**src/rtl/iq_mixer_pkg.sv**
```systemverilog
`default_nettype none
// ============================================================================
// Module   : iq_mixer_pkg
// Purpose  : Shared widths and fixed-point helpers for the I/Q mixer/decimator.
// Revision : 1.0  initial release
// ============================================================================
package iq_mixer_pkg;

  localparam int WIDTH_IN     = 16;
  localparam int WIDTH_LO     = 16;
  localparam int WIDTH_OUT    = 16;
  localparam int MAX_DEC_LOG2 = 6;
  localparam int DEC_W        = 3;
  localparam int CNT_W        = MAX_DEC_LOG2;
  localparam int PROD_W       = WIDTH_IN + WIDTH_LO;
  localparam int MIX_W        = 17;
  localparam int ACC_W        = MIX_W + MAX_DEC_LOG2;
  localparam int MIX_SHIFT    = 15;

  localparam logic signed [PROD_W:0] MIX_ROUND = (PROD_W+1)'(1 << (MIX_SHIFT - 1));
  localparam logic signed [ACC_W:0]  OUT_MAX   = (ACC_W+1)'((1 << (WIDTH_OUT - 1)) - 1);
  localparam logic signed [ACC_W:0]  OUT_MIN   = (ACC_W+1)'(-(1 << (WIDTH_OUT - 1)));

  // Q1.15 product back to sample scale; full-scale squared gives +32768, hence 17 bits.
  function automatic logic signed [MIX_W-1:0] mix_round(input logic signed [PROD_W-1:0] p);
    logic signed [PROD_W:0] r;
    r = (PROD_W+1)'(p) + MIX_ROUND;
    return r[MIX_SHIFT +: MIX_W];
  endfunction

  function automatic logic signed [ACC_W:0] round_shift(input logic signed [ACC_W:0] v,
                                                        input logic [DEC_W-1:0]    k);
    logic signed [ACC_W:0] half;
    half = '0;
    if (k != '0) half[k - 1'b1] = 1'b1;
    return (v + half) >>> k;
  endfunction

  function automatic logic is_clipped(input logic signed [ACC_W:0] v);
    return (v > OUT_MAX) || (v < OUT_MIN);
  endfunction

  function automatic logic signed [WIDTH_OUT-1:0] saturate(input logic signed [ACC_W:0] v);
    if (v > OUT_MAX) return OUT_MAX[WIDTH_OUT-1:0];
    if (v < OUT_MIN) return OUT_MIN[WIDTH_OUT-1:0];
    return v[WIDTH_OUT-1:0];
  endfunction

endpackage
`default_nettype wire

```
**src/rtl/iq_mixer_decimator_integrate_dump.sv**
```systemverilog
`default_nettype none
// ============================================================================
// Module   : iq_integrate_dump
// Purpose  : One rail of integrate-and-dump: accumulate, round, shift, saturate.
// Revision : 1.0  initial release
// ============================================================================
module iq_integrate_dump
  import iq_mixer_pkg::*;
(
  input  logic                        clk,
  input  logic                        reset,
  input  logic                        flush,
  input  logic                        mix_valid,
  input  logic                        dump,
  input  logic [DEC_W-1:0]            shift,
  input  logic signed [MIX_W-1:0]     mix,
  output logic signed [WIDTH_OUT-1:0] sample,
  output logic                        clip
);

  logic signed [ACC_W-1:0]     r_acc;
  logic signed [WIDTH_OUT-1:0] r_sample;
  logic signed [ACC_W:0]       w_sum;
  logic signed [ACC_W:0]       w_scaled;

  // The dump includes the sample arriving on the dump cycle itself.
  always_comb begin
    w_sum    = (ACC_W+1)'(r_acc) + (ACC_W+1)'(mix);
    w_scaled = round_shift(w_sum, shift);
    clip     = mix_valid && dump && is_clipped(w_scaled);
  end

  always_ff @(posedge clk) begin
    if (reset) begin
      r_acc    <= '0;
      r_sample <= '0;
    end else if (flush) begin
      r_acc <= '0;
    end else if (mix_valid) begin
      if (dump) begin
        r_acc    <= '0;
        r_sample <= saturate(w_scaled);
      end else begin
        r_acc <= ACC_W'(w_sum);
      end
    end
  end

  assign sample = r_sample;

endmodule
`default_nettype wire

```
**src/rtl/iq_mixer_decimator.sv**
```systemverilog
`default_nettype none
// ============================================================================
// Module   : iq_mixer_decimator
// Purpose  : Real-to-complex mixer followed by power-of-two integrate-and-dump.
// Revision : 1.0  initial release
// ============================================================================
module iq_mixer_decimator
  import iq_mixer_pkg::*;
(
  input  logic                 clk,
  input  logic                 reset,
  input  logic                 enable,
  input  logic [WIDTH_IN-1:0]  adc_data,
  input  logic                 adc_valid,
  input  logic [WIDTH_LO-1:0]  lo_i,
  input  logic [WIDTH_LO-1:0]  lo_q,
  input  logic [DEC_W-1:0]     dec_log2,
  input  logic                 sat_clr,
  output logic [WIDTH_OUT-1:0] out_i,
  output logic [WIDTH_OUT-1:0] out_q,
  output logic                 out_valid,
  output logic                 sat_sticky
);

  localparam logic [DEC_W-1:0] MAX_K = DEC_W'(MAX_DEC_LOG2);

  logic                       r_s1_valid, r_s2_valid, r_s3_valid;
  logic signed [WIDTH_IN-1:0] r_adc;
  logic signed [WIDTH_LO-1:0] r_lo_i, r_lo_q;
  logic signed [PROD_W-1:0]   r_p_i, r_p_q;
  logic signed [MIX_W-1:0]    r_mix_i, r_mix_q;
  logic [CNT_W-1:0]           r_cnt;
  logic [DEC_W-1:0]           r_k;
  logic                       r_out_valid;
  logic                       r_sat;

  logic                       w_fire;
  logic                       w_frame_start;
  logic [DEC_W-1:0]           w_req_k;
  logic [DEC_W-1:0]           w_k;
  logic [CNT_W-1:0]           w_cnt_max;
  logic                       w_last;
  logic                       w_clip_i, w_clip_q;
  logic signed [WIDTH_OUT-1:0] w_sample_i, w_sample_q;

  // Ratio is latched only when a frame's first sample reaches the integrator.
  always_comb begin
    w_fire        = r_s3_valid && enable;
    w_frame_start = (r_cnt == '0);
    w_req_k       = (dec_log2 > MAX_K) ? MAX_K : dec_log2;
    w_k           = w_frame_start ? w_req_k : r_k;
    w_cnt_max     = ~({CNT_W{1'b1}} << w_k);
    w_last        = (r_cnt == w_cnt_max);
  end

  always_ff @(posedge clk) begin
    if (reset) begin
      r_s1_valid  <= 1'b0;
      r_s2_valid  <= 1'b0;
      r_s3_valid  <= 1'b0;
      r_cnt       <= '0;
      r_k         <= '0;
      r_out_valid <= 1'b0;
      r_sat       <= 1'b0;
    end else begin
      r_s1_valid  <= adc_valid && enable;
      r_s2_valid  <= r_s1_valid && enable;
      r_s3_valid  <= r_s2_valid && enable;
      r_out_valid <= w_fire && w_last;
      if (!enable) begin
        r_cnt <= '0;
      end else if (w_fire) begin
        if (w_frame_start) r_k <= w_req_k;
        r_cnt <= w_last ? '0 : r_cnt + 1'b1;
      end
      // A clip on the same edge as sat_clr keeps the flag set.
      if (w_clip_i || w_clip_q) r_sat <= 1'b1;
      else if (sat_clr)         r_sat <= 1'b0;
    end
  end

  always_ff @(posedge clk) begin
    if (adc_valid) begin
      r_adc  <= adc_data;
      r_lo_i <= lo_i;
      r_lo_q <= lo_q;
    end
    if (r_s1_valid) begin
      r_p_i <= r_adc * r_lo_i;
      r_p_q <= r_adc * r_lo_q;
    end
    if (r_s2_valid) begin
      r_mix_i <= mix_round(r_p_i);
      r_mix_q <= mix_round(r_p_q);
    end
  end

  iq_integrate_dump u_rail_i (
    .clk       (clk),
    .reset     (reset),
    .flush     (!enable),
    .mix_valid (w_fire),
    .dump      (w_last),
    .shift     (w_k),
    .mix       (r_mix_i),
    .sample    (w_sample_i),
    .clip      (w_clip_i)
  );

  iq_integrate_dump u_rail_q (
    .clk       (clk),
    .reset     (reset),
    .flush     (!enable),
    .mix_valid (w_fire),
    .dump      (w_last),
    .shift     (w_k),
    .mix       (r_mix_q),
    .sample    (w_sample_q),
    .clip      (w_clip_q)
  );

  assign out_i      = w_sample_i;
  assign out_q      = w_sample_q;
  assign out_valid  = r_out_valid;
  assign sat_sticky = r_sat;

endmodule
`default_nettype wire

```
**config.mk**
```make
export PLATFORM = sky130hd
export DESIGN_NAME = iq_mixer_decimator
export DESIGN_NICKNAME = d
export VERILOG_FILES = /design/src/rtl/iq_mixer_pkg.sv /design/src/rtl/iq_mixer_decimator_integrate_dump.sv /design/src/rtl/iq_mixer_decimator.sv
export SDC_FILE = /design/constraint.sdc
export NUM_CORES = 2
export LEC_CHECK = 0
export ABC_AREA = 1
export CORE_ASPECT_RATIO = 1.5
export CORE_MARGIN = 2
export CORE_UTILIZATION = 45
export DETAILED_ROUTE_END_ITERATION = 16
export PLACE_DENSITY_LB_ADDON = 0.15
export SLEW_MARGIN = 20
export SYNTH_ARGS = -nofsm -noshare
export SYNTH_HDL_FRONTEND = slang
export SYNTH_SLANG_ARGS = --single-unit
```
**constraint.sdc**
```tcl
create_clock -name clk -period 9 [get_ports clk]
set_input_delay 1.35 -clock clk [delete_from_list [all_inputs] [get_ports clk]]
set_output_delay 1.35 -clock clk [all_outputs]
set_load 0.005 [all_outputs]
```
; ---- After elaboration in Yosys (flattened, before gate mapping)
; Index checks and enable logic that the tools add are counted.
[word_totals]
ramBits = 0
memories = 0
register_bits = 238
rom_bits = 0
out_inout_bits = 34
latch_bits = 0
word_cells = 98
[op_classes]
n_reduce_logical = 17
n_div = 0
mul = 2
eq_ne = 1
addsub = 8
mux = 40
n_shift = 3
n_lt_le_gt_ge = 7
n_bitwise = 2
[op_table]
columns = op, n
row1 = $mux 16, 8
row2 = $add 32x16->32 const B, 2
row3 = $mul 16x16->32, 2
row4 = $add 23x17->24, 2
row5 = $add 24x24->24, 2
row6 = $gt 24x16->1 const B, 2
row7 = $lt 24x16->1 const B, 2
row8 = $sshr 24x3->24, 2
row9 = $mux 23, 2
row10 = $mux 1, 25
row11 = $logic_and 1x1->1, 8
row12 = $mux 8, 1
row13 = $add 6x1->6 const B, 1
row14 = $eq 6x6->1, 1
row15 = $logic_not 6->1, 1
row16 = $lt 3x6->1 const B, 1
row17 = $mux 3, 2
row18 = $mux 6, 1
row19 = $not 6->6, 1
row20 = $shl 6x3->6 const A, 1
row21 = $demux 1 s3, 1
row22 = $ge 3x1->1 const B, 1
row23 = $gt 3x3->1 const B, 1
row24 = $logic_or 1x1->1, 3
row25 = 7 further kinds, 7

; ---- Longest topological paths before layout
[depth]
ltp_word = 24
ltp_mapped = 43

; ---- Hierarchy
; From an unflattened synthesis, not the netlist that was laid out.
[unflattened]
cells_unflattened = 4823
hier_area_um2 = 35701.7
[modules_own_cells]
columns = module, n_inst, area_each_um2, seq_area_each_um2, cells_each
row1 = iq_mixer_decimator, 1, 25542.0, 3823.7, 3026
row2 = iq_integrate_dump (u_rail_i), 1, 5182.5, 780.7, 904
row3 = iq_integrate_dump (u_rail_q), 1, 4977.3, 780.7, 893

; ---- Worst setup path after synthesis
; OpenSTA, ideal clock, no wires.
[synth_path]
path_type = register to register
startpoint = register r_lo_i[2]
endpoint = register r_p_i[30] (data pin)
slack_ns = 2.832
arrival_time_ns = 5.903
n_path_buf = 2
stages_incl_launch_ff = 30
synth_period_minus_slack_ns = 6.168
path_cell_list = edfxtp_1 > clkbuf_1 > clkbuf_1 > nand2_1 > fa_1 > inv_1 > fa_1 > inv_1 > fa_1 > fa_1 > inv_1 > fa_1 > inv_1 > fa_1 > inv_1 > ha_1 > a21oi_1 > o221ai_1 > a21oi_1 > o21ai_0 > nand2_1 > nand2_1 > nand2_1 > nand2_1 > a21o_1 > nand2_1 > nand3_1 > a31oi_1 > o21ai_0 > xor2_1
[synth_between]
elab_chain_len = 1
[synth_rtl]
columns = item, line_no
row1 = from (decl), iq_mixer_decimator.sv:29  ; logic signed [WIDTH_LO-1:0] r_lo_i, r_lo_q;
row2 = from (signal assigned), iq_mixer_decimator.sv:85  ; r_lo_i <= lo_i;
row3 = $mul 16x16->32, iq_mixer_decimator.sv:89  ; r_p_i <= r_adc * r_lo_i;
row4 = to (signal assigned), iq_mixer_decimator.sv:89
row5 = to (decl), iq_mixer_decimator.sv:30  ; logic signed [PROD_W-1:0] r_p_i, r_p_q;
; Every way passes these cells.
; A chain may end at the register's enable or synchronous reset.

; ---- Final worst setup path
[layout_path]
startpoint = register r_adc[9]
endpoint = register r_p_i[30] (data pin)
[layout_between]
elab_chain_len = 1
[layout_rtl]
columns = item, line_no
row1 = from (decl), iq_mixer_decimator.sv:28  ; logic signed [WIDTH_IN-1:0] r_adc;
row2 = from (signal assigned), iq_mixer_decimator.sv:84  ; r_adc <= adc_data;
row3 = $mul 16x16->32, iq_mixer_decimator.sv:89
; Every way passes these cells.

==> results.yml <==
status:
  status: "finished, final reports clean"
floorplanning:
  io_pins: 90
  dieArea_um2: 78800
  die_h_um: 343
  coreArea_um2: 76000
  die_x_um: 230
  start_util_pct: 45.3
  rows: 124
timing:
  rsz0062_at_grt: "false"
  fin_crit_sh_pct: 77.6
  hold_violations: 0
  tns_ps: 0
  setup_violations: 0
  max_freq_ghz: 0.143
  max-slew-margin-rel_pct: 35.3
  fin_ws_ps: 2010
  skew_ps: 15.7
  report.final.slew_viol_count: 0
  post-route-min-period_ps: 6990
  max_slew.worst_pin.slew_ps: 970
cts:
  clk_latency_ps: 580
  postCtsSetupRepairBufs: 0
  cts_sinks: 210
  h-tree-depth: 1
  path_clk_slew_ps: 60
  cts_resized: 0
  cts_buffer_depth: 3
  cts_tree: "done"
  cts_hold_buffers: 0
  root_buffer: "clkbuf_16"
  numCtsBuffers: 24
cells_and_area:
  final.fill_count: 7763
  layout_commonest_cell: "nand2_1"
  drive_above_1_share_pct: 4.74
  antenna_cells: 0
  layout_common_cells: "nand2_1 (1,306), inv_1 (1,008), fa_1 (524)"
  multi_input_area_um2: 24400
  design_area_um2: 36800
  regArea_um2: 5390
  synthToLayoutAreaGrowth_pct: 6.77
  layout.nets: 5278
synth:
  async_flop_share_pct: 0
  synth_edf_count: 118
  synth_cell_type_count: 64
  synth_top_area_share_pct: 30.5
  avgSynthCellArea_um2: 7.65
  ys_seq_area_share_pct: 15.6
  syn_nets: 5304
  ys.flop_type: "edfxtp_1"
  ys_ff_latch: 210
  syn_area_um2: 34400
  synth_top_cell_by_area: "fa_1"
  syn-instance-count: 4502
  yosysWarnings: 0
  ys_top_cells_by_area: "fa_1 (30%), nand2_1 (14%), inv_1 (11%)"
placement:
  dpl_cell_area_um2: 36000
  dpl.hpwl_um: 74700
  pre_cts_ws_ps: 2020
  io_buffers: 89
  gp_congestion: 0.908
worst_setup_path:
  cp-end-kind: "flip-flop"
  cp.buffers_inverters: 6
  cpLargestDelayFamily: "adder cells"
  critical_path_required_ps: 9320
  cp-start-kind: "flip-flop"
  worstPathArrival_ps: 7310
  critPathKind: "flip-flop to flip-flop"
  slowest_delay_ps: 560
  crit_path_max_fanout: 26
  cpMaxStageDelayCell: "fa_1"
global_routing:
  antenna_found_initial: 2
  grt_pass1_wl_um: 148000
  grt-ovfl-total: 0
  grt_start_max_net_pins: 61
  grt_pass1_vias: 29165
  grt_usage_pct: 23.4
route:
  vias: 27487
  ant_nets: 0
  drt_pass1_iterations: 7
  drt_iter0_drc: 1234
  post-route-drc-count: 0
  wl_per_cell_um: 16.3
  drt_wl_total_um: 89600
  viasPerCell: 5.00
worst_hold_path:
  min_path_type: "flip-flop to flip-flop"
run:
  cap_violations: 0
final timing paths:
path                           start                 end  slack [ps]  cells after the start
setup / recovery            r_adc[9]           r_p_i[30]        2010                     28
hold / removal    u_rail_q.sample[4]  u_rail_q.sample[4]         460                      2
setup reg to reg            r_adc[9]           r_p_i[30]        2010                     28
hold reg to reg   u_rail_q.sample[4]  u_rail_q.sample[4]         460                      2
Yosys cell counts (2+ instances only):
master    number
clkbuf_8      11
dfxtp_1       92
a22oi_1        2
xnor2_1       41
and2_1         2
buf_12         2
a31oi_1        8
clkbuf_1     128
o21ai_0       99
nor2_1       148
xor2_1        85
nor3_4         2
o21ai_1        5
a21oi_2       16
o21a_1         4
edfxtp_1     118
nand2_2       34
o31ai_1        3
ha_1         222
fa_1         524
o21bai_1       5
mux2i_1        5
nand2_1     1308
inv_2         19
nand3_2       26
o211ai_1       9
a21boi_0       3
inv_1       1008
nand4_1       37
nand3b_1      11
nand3_1      250
nor2_4         3
nor2_2        14
or2_2         11
a21o_1         7
buf_1         15
nor4_1         2
a21oi_1      160
o221ai_1       4
buf_2          5
nor3_1        20
a211oi_1       2
nand2_4       11
cells by family after synthesis:
family / count (synthesis) / synth area share, %
adders and majority gates: 746 / 38.5
DFF: 210 / 15.6
and+or+nand+nor: 1886 / 23.4
muxes: 5 / 0.145
buffers and inverters: 1193 / 13.5
AOI/OAI and AO/OA: 334 / 5.45
xor gates and xnor gates: 128 / 3.33
per-stage QoR:
| stage | hold WS [ps] | util (%) | std cells |
|---|---|---|---|
| 6_report | 464 | 48.3 | 5502 |
| 5_1_grt | 485 | 48.3 | 5502 |
| 4_1_cts | 468 | 48.3 | 5502 |
| 3_5_place_dp | 458 | 47.3 | 5458 |
| 3_3_place_gp | 454 | 47.3 | 5458 |
| 2_1_floorplan | 449 | - | 4502 |
state kept, by name (all words and copies together) (netlist names):
name and count:
out_valid 1, u_rail_q.r_acc 23, r_s2_valid 1, r_s1_valid 1, r_p_q 18, r_lo_q 16
sat_sticky 1, r_k 3, u_rail_i.sample 16, r_adc 16, u_rail_i.r_acc 23, r_p_i 18
r_cnt 6, r_mix_q 17, r_mix_i 17, r_lo_i 16, u_rail_q.sample 16, r_s3_valid 1
layout make-up:
cell class	count	share of cell area [%]
Tap cell	1008	3.43
Multi-Input combinational cell	3099	66.4
Clock buffer	32	1.84
Inverter	1028	10.5
Timing Repair Buffer	113	2.91
Sequential cell	210	14.7
Clock inverter	12	0.276
per-layer routing:
layer,wire length [µm],up-vias,share of wire [%],track usage (%)
met4,3960,4,4.4,9.62
met2,49700,583,55,46.9
met1,32900,13227,37,24.9
met3,3030,203,3.4,1.94
met5,23,-,0.026,0
li1,-,13470,-,-
tightest hold or removal path, cell delays in order (launching register included):
cell,delay (ps)
dfxtp_1,310
nand2_1,60
a21oi_1,50
Power is left out: the tool's default activity adds up to more than one toggle a clock period on the data nets, which glitch-free logic cannot reach.
